<file path="src/rtl/sync_req_delay.sv">
// -----------------------------------------------------------------------------
// sync_req_delay
//
// Delay element for a two-phase (transition-signalled) click pipeline.
// A request transition on inR is synchronised into the clk domain, held for
// DELAY clock edges, and then forwarded as a transition on outR. When the
// downstream acknowledge (outA) matches outR, the module completes the
// handshake by toggling inA back to the upstream stage.
//
// Parameters
//   DELAY        edges from leaving IDLE to the outR toggle (1..255)
//   SYNC_STAGES  flip-flops in each input synchroniser (2..4)
//
// Ports
//   clk   in   single clock, rising edge
//   rst   in   asynchronous reset, active low
//   inR   in   two-phase request from upstream (asynchronous)
//   inA   out  two-phase acknowledge to upstream
//   outR  out  two-phase delayed request to downstream
//   outA  in   two-phase acknowledge from downstream (asynchronous)
//   busy  out  high while a request is in flight (COUNT or WAIT_ACK)
//   err   out  sticky protocol-violation flag
// -----------------------------------------------------------------------------
module sync_req_delay #(
  parameter int unsigned DELAY       = 5,
  parameter int unsigned SYNC_STAGES = 2
) (
  input  logic clk,
  input  logic rst,
  input  logic inR,
  output logic inA,
  output logic outR,
  input  logic outA,
  output logic busy,
  output logic err
);

  typedef enum logic [1:0] {
    IDLE     = 2'd0,
    COUNT    = 2'd1,
    WAIT_ACK = 2'd2
  } state_e;

  localparam logic [7:0] LAST_CNT = 8'(DELAY - 1);

  logic [SYNC_STAGES-1:0] inr_sync_q;
  logic [SYNC_STAGES-1:0] outa_sync_q;
  logic                   inr_s;
  logic                   outa_s;

  state_e     state_q;
  logic [7:0] cnt_q;
  logic       req_phase_q;
  logic       ina_q;
  logic       outr_q;
  logic       busy_q;
  logic       err_q;
  logic       err_d;

  // Input synchronisers: the only logic that ever looks at inR / outA.
  // NOTE: sequential state uses non-blocking assignments so every flop
  // samples the pre-edge value of its neighbour; blocking here would
  // collapse the synchroniser chain into a single stage.
  always_ff @(posedge clk or negedge rst) begin
    if (!rst) begin
      inr_sync_q  <= '0;
      outa_sync_q <= '0;
    end else begin
      inr_sync_q  <= {inr_sync_q[SYNC_STAGES-2:0], inR};
      outa_sync_q <= {outa_sync_q[SYNC_STAGES-2:0], outA};
    end
  end

  assign inr_s  = inr_sync_q[SYNC_STAGES-1];
  assign outa_s = outa_sync_q[SYNC_STAGES-1];

  // Protocol checks. An upstream transition while a request is in flight,
  // or a downstream acknowledge that does not answer an outstanding outR
  // toggle, is flagged; the flag only ever sets.
  // NOTE: err_d takes its held value first so no path leaves it unassigned,
  // which would otherwise infer a latch.
  always_comb begin
    err_d = err_q;
    if ((state_q != IDLE) && (inr_s != req_phase_q)) begin
      err_d = 1'b1;
    end
    if ((state_q != WAIT_ACK) && (outa_s != outr_q)) begin
      err_d = 1'b1;
    end
  end

  // Handshake FSM; all outputs are registered alongside the state.
  always_ff @(posedge clk or negedge rst) begin
    if (!rst) begin
      state_q     <= IDLE;
      cnt_q       <= '0;
      req_phase_q <= 1'b0;
      ina_q       <= 1'b0;
      outr_q      <= 1'b0;
      busy_q      <= 1'b0;
      err_q       <= 1'b0;
    end else begin
      err_q <= err_d;
      case (state_q)
        IDLE: begin
          // Pending request: synchronised inR differs from our acknowledge.
          if (inr_s != ina_q) begin
            state_q     <= COUNT;
            cnt_q       <= '0;
            req_phase_q <= inr_s;
            busy_q      <= 1'b1;
          end
        end
        COUNT: begin
          // Edge k after leaving IDLE sees cnt == k-1, so the toggle lands
          // exactly DELAY edges later and cnt never exceeds DELAY-1.
          if (cnt_q == LAST_CNT) begin
            outr_q  <= ~outr_q;
            state_q <= WAIT_ACK;
          end else begin
            cnt_q <= cnt_q + 8'd1;
          end
        end
        WAIT_ACK: begin
          if (outa_s == outr_q) begin
            ina_q   <= ~ina_q;
            busy_q  <= 1'b0;
            state_q <= IDLE;
          end
        end
        default: begin
          state_q <= IDLE;
          busy_q  <= 1'b0;
        end
      endcase
    end
  end

  assign inA  = ina_q;
  assign outR = outr_q;
  assign busy = busy_q;
  assign err  = err_q;

endmodule

</file>
<file path="config.mk">
export PLATFORM = sky130hd
export DESIGN_NAME = sync_req_delay
export DESIGN_NICKNAME = d
export VERILOG_FILES = /design/src/rtl/sync_req_delay.sv
export SDC_FILE = /design/constraint.sdc
export NUM_CORES = 1
export LEC_CHECK = 0
export CAP_MARGIN = 40
export CORE_UTILIZATION = 58
export DETAILED_ROUTE_END_ITERATION = 10
export PLACE_DENSITY = 0.85
export RECOVER_POWER = 50
export SETUP_SLACK_MARGIN = 0.4
export SYNTH_ARGS = -nofsm -noshare
export SYNTH_HDL_FRONTEND = slang
export SYNTH_SLANG_ARGS = --single-unit
export TNS_END_PERCENT = 30
</file>
<file path="constraint.sdc">
create_clock -name clk -period 5.17 [get_ports clk]
set_input_delay 1.551 -clock clk [delete_from_list [all_inputs] [get_ports clk]]
set_output_delay 1.551 -clock clk [all_outputs]
set_load 0.05 [all_outputs]
</file>
After elaboration in Yosys (flattened, before gate mapping). Index checks and enable logic that the tools add are counted. W data, S select, Z words.

Flip-flop bits (word level): 19. Input bits: 4. Output and inout port bits: 4.

Add/subtract/negate cells: 1. Equality and inequality tests: 12. Multiplexer cells: 12. Bitwise logic cells: 3. Reduce and logical (&&, ||, !) cells: 12.

Operator list (count): $mux W8 (2); $pmux W8 S2 (1); $ne A2 B2 Y1 const B (5); $reduce_and A3 Y1 (3); $add A8 B1 Y8 const B (1); $eq A8 B3 Y1 const B (1); $mux W2 (3); $pmux W2 S3 (1); $reduce_and A2 Y1 (3); $reduce_bool A2 Y1 (3); $mux W1 (4); $ne A1 B1 Y1 (3); $not A1 Y1 (3); $pmux W1 S3 (1); $eq A2 B1 Y1 const B (1); $eq A2 B2 Y1 const B (1); $logic_and A1 B1 Y1 (2); $logic_not A2 Y1 (1); $eq A1 B1 Y1 (1).

Longest topological paths before layout. Gate-level depths: netlist of the first run.

Depth after elaboration: 4. Mapped depth: 7.

Worst setup path before layout of the first run. No wires, ideal clock.

Path kind: flip-flop to output port. From: register ina_q, in the netlist inA. To: output inA. Arrival: 0.650 ns. Data required time: 3.619 ns. Slack: 2.969 ns. Cell stages (with the launch flop): 1. Cells stage by stage: dfrtp_1.

RTL lines: from (decl) (RTL line 54) `logic ina_q;`; from (signal assigned) (RTL line 126) `ina_q <= ~ina_q;`; to (decl) (RTL line 31) `output logic inA,`.

No word-level cell between the ends.

Final worst setup path of the first run.
From: register ina_q, in the netlist inA. To: output inA.

No word-level cell between the ends.

==> run summary, run 1 <==
CP max stage cell: clkdlybuf4s50_1
Ranking of synthesized cells by area: dfrtp_1 (53%), xor2_1 (3.9%), a22o_2 (3.4%)
Layout Utilization: 71.34%
Largest net degree at the start of global routing: 20
GR Util met3: 6.522%
Worst Hold Class: reg -> reg
GR peak layer: met2
Crit path time final: 3.091 ns
Vias per cell: 5.842
Remaining antenna violation count: 0
Cts-stage hold buffer count: 0
Number of core rows: 13
Setup Skew: 0.003488 ns
Core footprint: 1366 sq um
Final period utilization: 59.78%
CP Buf/Inv Count: 1
Drt drc: 0
Power Density: 579.8 nW/um^2
IO Count: 8
Initial drt markers: 19
GR met2 Demand/Resource: 30.47%
Critical path class: reg -> out
R2R Path End: cnt_q[5]$_DFFE_PN0P_
DIE WIDTH: 41.17 um
Total CTS buffers: 3
Total gr overflow: 0
Initial core utilization: 65.11%
Antenna violations before repair: 0
Static leakage: 0.4268 nW
Outcome: completed
Cells after Synth: 78
Post-DR wirelength/cell: 13.83 um
Post-DP HPWL: 1.014 mm
DRT Pass-1 Iters: 4
CP Capture Point: inA
Synth area leader: dfrtp_1
# port buffers: 7
Clock transition at path regs: 0.10 ns
Die height: 41.17 um
GRT Total Usage: 21.53%
TritonCTS clock tree: yes
Mapped Nets: 84
Max cap viols: 0
Worst-Skew Late Latency: 0.29 ns
# diodes: 0
Post-placement cell area: 957.2 sq um
Mapped cell area: 889.6 sq um
Full die area: 1695 sq um
CP cell instances: clkdlybuf4s50_1
Routed vias: 590
Layout cell share with drive strength beyond 1: 11.63%
Slew Viols, Final: 0
Routability cong.: 0.7927
Flop2flop setup slack: 3.31 ns
Synth warn: 0
Final WL: 1.397 mm
Critical path data required time: 3.62 ns
Root Buffer: clkbuf_4
EDFF count, synth: 0
Fmax achieved: 323.6 MHz
Nets: 93
Filler cells: 107
Final Cell Area: 974.7 sq um
Library cells used by synthesis: 32
Setup bufs post-CTS: 0
First-pass GRT wire length: 2.235 mm
Final Hold Viols: 0
Post-synthesis sequential area ratio: 53.45%
RSZ-0062 raised after global routing: no
Longest Clk Path Bufs: 2
Vias in the first global route: 506
Worst path depth: 1
CTS H-tree lvls: 1
Top Family by Delay on Critical Path: buffers and inverters
Setup TNS Final: 0 ns
Crit-path max FO: 4
Slew HR: 45.90%
Clock sinks: 19
R2R cell count: 6
Async SR Flop Fraction: 100.0%
CP Launch Type: register
Flops & latches, synth: 19
Beginning of the worst register-to-register path: cnt_q[0]$_DFFE_PN0P_
Final setup viols: 0
Routing usage on met1: 28.97%
CTS resizes: 0
Synth top area share: 53.45%
CP Capture Type: output pin
Area delta synth->final: 9.564%
Synth Area per Inst: 11.41 sq um
Worst slew pin tran: 0.8088 ns
CP peak stage delay: 0.83 ns
Ys flop type: dfrtp_1
Crit path arrival time: 1.54 ns
Critical path launch point: inA$_DFFE_PN0P_
Worst VDD drop: 0.3415 mV
-- Yosys cell counts (2+ instances only) --
library cell and n:
dfrtp_1 19, nor2_1 6, inv_1 4, xor2_1 4
a21oi_1 3, a22o_2 3, nand2_1 3, nand3_1 3
o21ai_0 3, xnor2_1 3, a31oi_1 2, ha_1 2
mux2_2 2, nand2b_1 2, nor2b_1 2
-- final cells by class --
class                      instances  area [sq um]  share of cell area [%]
sequential                        19         475.5                   48.78
multi-input combinational         52         369.1                   37.87
timing repair buffer               7         70.07                   7.189
clock buffer                       4         26.28                   2.696
tap                               15         18.77                   1.926
inverter                           4         15.01                   1.540
-- worst min-delay path by stage --
stage	slack (ns)	start	to	cells past startpoint
floorplan	0.33	inr_sync_q[0]$_DFF_PN0_	inr_sync_q[1]$_DFF_PN0_	0
global placement	0.34	inr_sync_q[0]$_DFF_PN0_	inr_sync_q[1]$_DFF_PN0_	0
detailed placement	0.34	inr_sync_q[0]$_DFF_PN0_	inr_sync_q[1]$_DFF_PN0_	0
CTS	0.36	inr_sync_q[0]$_DFF_PN0_	inr_sync_q[1]$_DFF_PN0_	0
global route	0.38	outa_sync_q[0]$_DFF_PN0_	outa_sync_q[1]$_DFF_PN0_	0
finish	0.36	inr_sync_q[0]$_DFF_PN0_	inr_sync_q[1]$_DFF_PN0_	0
-- report_power, final --
group | switching (mW) | total [mW] | internal, mW
Clock | 0.0426 | 0.0727 | 0.0301
Combinational | 0.144 | 0.253 | 0.110
Sequential | 0.0505 | 0.239 | 0.188
-- layout by cell type (no fill, tap or decap), types with 2 or more instances in the layout --
master and count:
a22o_2 3, a21oi_1 3, dfrtp_1 19, dlygate4sd3_1 3, a31oi_1 2, inv_1 4
nor2_1 6, nand3_1 3, nand2_1 3, nor2b_1 2, mux2_2 2, o21ai_0 3
xor2_1 4, clkbuf_4 3, clkdlybuf4s50_1 4, xnor2_1 3, ha_1 2, nand2b_1 2
-- per-stage QoR --
step / power [mW] / hold WS [ns] / worst slack (ns) / cells
after floorplan: 0.4447 / 0.3312 / 2.969 / 78
after global placement: 0.4968 / 0.3359 / 2.423 / 97
after detailed placement: 0.5048 / 0.3364 / 2.398 / 97
after CTS: 0.5781 / 0.3608 / 2.063 / 101
after global routing: 0.6095 / 0.3795 / 2.035 / 101
final: 0.5651 / 0.3593 / 2.079 / 101
-- cell families after synthesis --
family	synth area share, %
flops	53.45
xor+xnor	6.892
simple gates	13.50
fa+ha+maj	2.812
compound gates	16.74
buf+inv	4.077
mux	2.531
-- metal layers --
metal	part of all wire (%)	vias to the layer above	wire length, um
li1	-	294	-
met1	51	280	714
met4	2.5	0	35
met2	43	11	601
met3	3.3	5	46
met5	0	-	0
-- flip-flops by register name (all words and copies together) (netlist names) --
signal / flops
busy: 1
req_phase_q: 1
err: 1
outR: 1
outa_sync_q: 2
inA: 1
inr_sync_q: 2
cnt_q: 8
state_q: 2
Note: power is estimated with default switching activity, not from simulation.
==> run 2, diff against run 1 <==
--- a/config.mk
+++ b/config.mk
@@ -6,9 +6,9 @@
 export NUM_CORES = 1
 export LEC_CHECK = 0
 export CAP_MARGIN = 40
-export CORE_UTILIZATION = 58
+export CORE_UTILIZATION = 54
 export DETAILED_ROUTE_END_ITERATION = 10
-export PLACE_DENSITY = 0.85
+export PLACE_DENSITY = 0.81
 export RECOVER_POWER = 50
 export SETUP_SLACK_MARGIN = 0.4
 export SYNTH_ARGS = -nofsm -noshare
==> constraint.sdc (replaced) <==
create_clock -name clk -period 3.05 [get_ports clk]
set_input_delay 0.915 -clock clk [delete_from_list [all_inputs] [get_ports clk]]
set_output_delay 0.915 -clock clk [all_outputs]
set_load 0.05 [all_outputs]
==> run 2 against run 1 <==
- power rose by 73%
- register-to-register slack got worse by 2.1 ns
- sequential share of layout area fell by 0.86 points
- critical path type unchanged
- non-clock buffer count up 1
- sequential cell count unchanged
- final cell count grew 2.0%
- highest routed layer unchanged
- hold slack gained 0.0042 ns
==> run summary, run 2 (synthesized netlist as in run 1, its figures left out) <==
Outcome: completed (unchanged)
CP max stage cell: clkdlybuf4s50_1 (unchanged)
Initial drt markers: 14 (was 19)
Final WL: 1.415 mm (was 1.397 mm)
Max cap viols: 0 (unchanged)
Critical path data required time: 2.13 ns (was 3.62 ns)
CP cell instances: clkdlybuf4s50_1 (unchanged)
Post-Route Hold Slack: 0.3635 ns (was 0.3593 ns)
CTS resizes: 0 (unchanged)
CP Buf/Inv Count: 1 (unchanged)
CP Launch Type: register (unchanged)
Routability cong.: 0.7460 (was 0.7927)
R2R Path End: cnt_q[5]$_DFFE_PN0P_ (unchanged)
Setup Skew: 0.01022 ns (was 0.003488 ns)
Antenna violations before repair: 0 (unchanged)
Setup bufs post-CTS: 0 (unchanged)
Die height: 42.59 um (was 41.17 um)
Setup TNS Final: 0 ns (unchanged)
Worst-Skew Late Latency: 0.29 ns (about the same)
Storage cell area: 475.5 sq um (unchanged)
Clock transition at path regs: 0.11 ns (was 0.10 ns)
Core footprint: 1524 sq um (was 1366 sq um)
Final period utilization: 81.22%
Tot Pwr: 0.9762 mW (was 0.5651 mW)
Commonest non-fill, non-tap cells in the layout: dfrtp_1 (19), nor2_1 (6), inv_1 (4), xor2_1 (4), clkdlybuf4s50_1 (4) (unchanged)
Crit path arrival time: 1.56 ns (was 1.54 ns)
Top Family by Delay on Critical Path: buffers and inverters (unchanged)
Clock sinks: 19 (unchanged)
Number of core rows: 14 (was 13)
CTS H-tree lvls: 1 (unchanged)
Worst Hold Class: reg -> reg (unchanged)
Crit path time final: 2.477 ns
Critical path class: reg -> out (unchanged)
Beginning of the worst register-to-register path: cnt_q[0]$_DFFE_PN0P_ (unchanged)
# port buffers: 7 (unchanged)
DRT Pass-1 Iters: 4 (unchanged)
Slew Viols, Final: 0 (unchanged)
R2R cell count: 6 (unchanged)
CP peak stage delay: 0.84 ns (was 0.83 ns)
Post-DR wirelength/cell: 13.74 um (was 13.83 um)
Nets: 94 (was 93)
Flop2flop setup slack: 1.22 ns (was 3.31 ns)
Power Density: 983.8 nW/um^2 (was 579.8 nW/um^2)
Cts-stage hold buffer count: 0 (unchanged)
Fmax achieved: 403.7 MHz
WHS Path Cells: 0 (unchanged)
Multi-input logic area: 377.9 sq um (was 369.1 sq um)
Crit-path max FO: 4 (unchanged)
Final Hold Viols: 0 (unchanged)
Routed vias: 600 (was 590)
Biggest register: cnt_q (unchanged)
Worst VDD drop: 0.6331 mV (was 0.3415 mV)
Layout cell share with drive strength beyond 1: 13.79% (was 11.63%)
# diodes: 0 (unchanged)
Total gr overflow: 0 (unchanged)
Most common cell after layout, fill and taps aside: dfrtp_1 (unchanged)
Root Buffer: clkbuf_4 (unchanged)
Max FFs per register: 8 (unchanged)
Total CTS buffers: 3 (unchanged)
IO Count: 8 (unchanged)
Remaining antenna violation count: 0 (unchanged)
Longest Clk Path Bufs: 2 (unchanged)
Post-DP HPWL: 1.024 mm (was 1.014 mm)
Drt drc: 0 (unchanged)
Initial core utilization: 58.37% (was 65.11%)
First-pass GRT wire length: 2.352 mm (was 2.235 mm)
CP Capture Type: output pin (unchanged)
RSZ-0062 raised after global routing: no (unchanged)
Static leakage: 0.4269 nW (was 0.4268 nW)
Largest net degree at the start of global routing: 20 (unchanged)
Hold_sp: outa_sync_q[0]$_DFF_PN0_ (was inr_sync_q[0]$_DFF_PN0_)
Final setup viols: 0 (unchanged)
Worst slew pin tran: 0.9776 ns (was 0.8088 ns)
GRT Total Usage: 18.45% (was 21.53%)
Vias per cell: 5.825 (was 5.842)
Hold Crit Endpoint: outa_sync_q[1]$_DFF_PN0_ (was inr_sync_q[1]$_DFF_PN0_)
Filler cells: 116 (was 107)
Full die area: 1814 sq um (was 1695 sq um)
TritonCTS clock tree: yes (unchanged)
Vias in the first global route: 520 (was 506)
Slew HR: 34.82% (was 45.90%)
Area delta synth->final: 11.53% (was 9.564%)
DIE WIDTH: 42.59 um (was 41.17 um)
==> run 2: cell count changes in the layout (fill, tap and decap cells not counted), sizes merged <==
cell / before / now
clkinvlp: 0 / 1
==> run 2: layout make-up <==
cell class | count | area share, %
Timing Repair Buffer | 8 | 7.440
Clock buffer | 3 | 2.270
Multi-Input combinational cell | 52 | 38.08
Tap cell | 16 | 2.018
Clock inverter | 1 | 0.7566
Sequential cell | 19 | 47.92
Inverter | 4 | 1.513
==> run 2: stage by stage <==
step,worst slack [ns],area (sq um),cells,utilization (%)
after floorplan,1.325,889.6,78,-
after global placement,0.9393,965.9,99,63.38
after detailed placement,0.9068,965.9,99,63.38
after CTS,0.5580,996.0,103,65.35
after global routing,0.5091,992.2,103,65.11
final,0.5729,992.2,103,65.11
==> run 2: where the power goes <==
group	leakage, nW	switching [mW]	internal [mW]
logic	0.184	0.247	0.198
registers	0.229	0.0891	0.319
clock network	0.0139	0.0735	0.0498
total	0.427	0.409	0.567
==> run 2: per-layer routing <==
layer | track usage, % | wire length (um)
met5 | 0 | 0
met3 | 7.759 | 33
met4 | 5.625 | 18
met1 | 25.86 | 707
met2 | 26.15 | 656
==> run 2: how the worst max path moves through the flow <==
stage          slack [ns]                   end  cells after the start             from
3_5_place_dp         0.91                   inA                      1  inA$_DFFE_PN0P_
6_report             0.57                   inA                      1  inA$_DFFE_PN0P_
5_1_grt              0.51                   inA                      1  inA$_DFFE_PN0P_
2_1_floorplan        1.32  cnt_q[5]$_DFFE_PN0P_                      4  inA$_DFFE_PN0P_
4_1_cts              0.56                   inA                      1  inA$_DFFE_PN0P_
3_3_place_gp         0.94                   inA                      1  inA$_DFFE_PN0P_
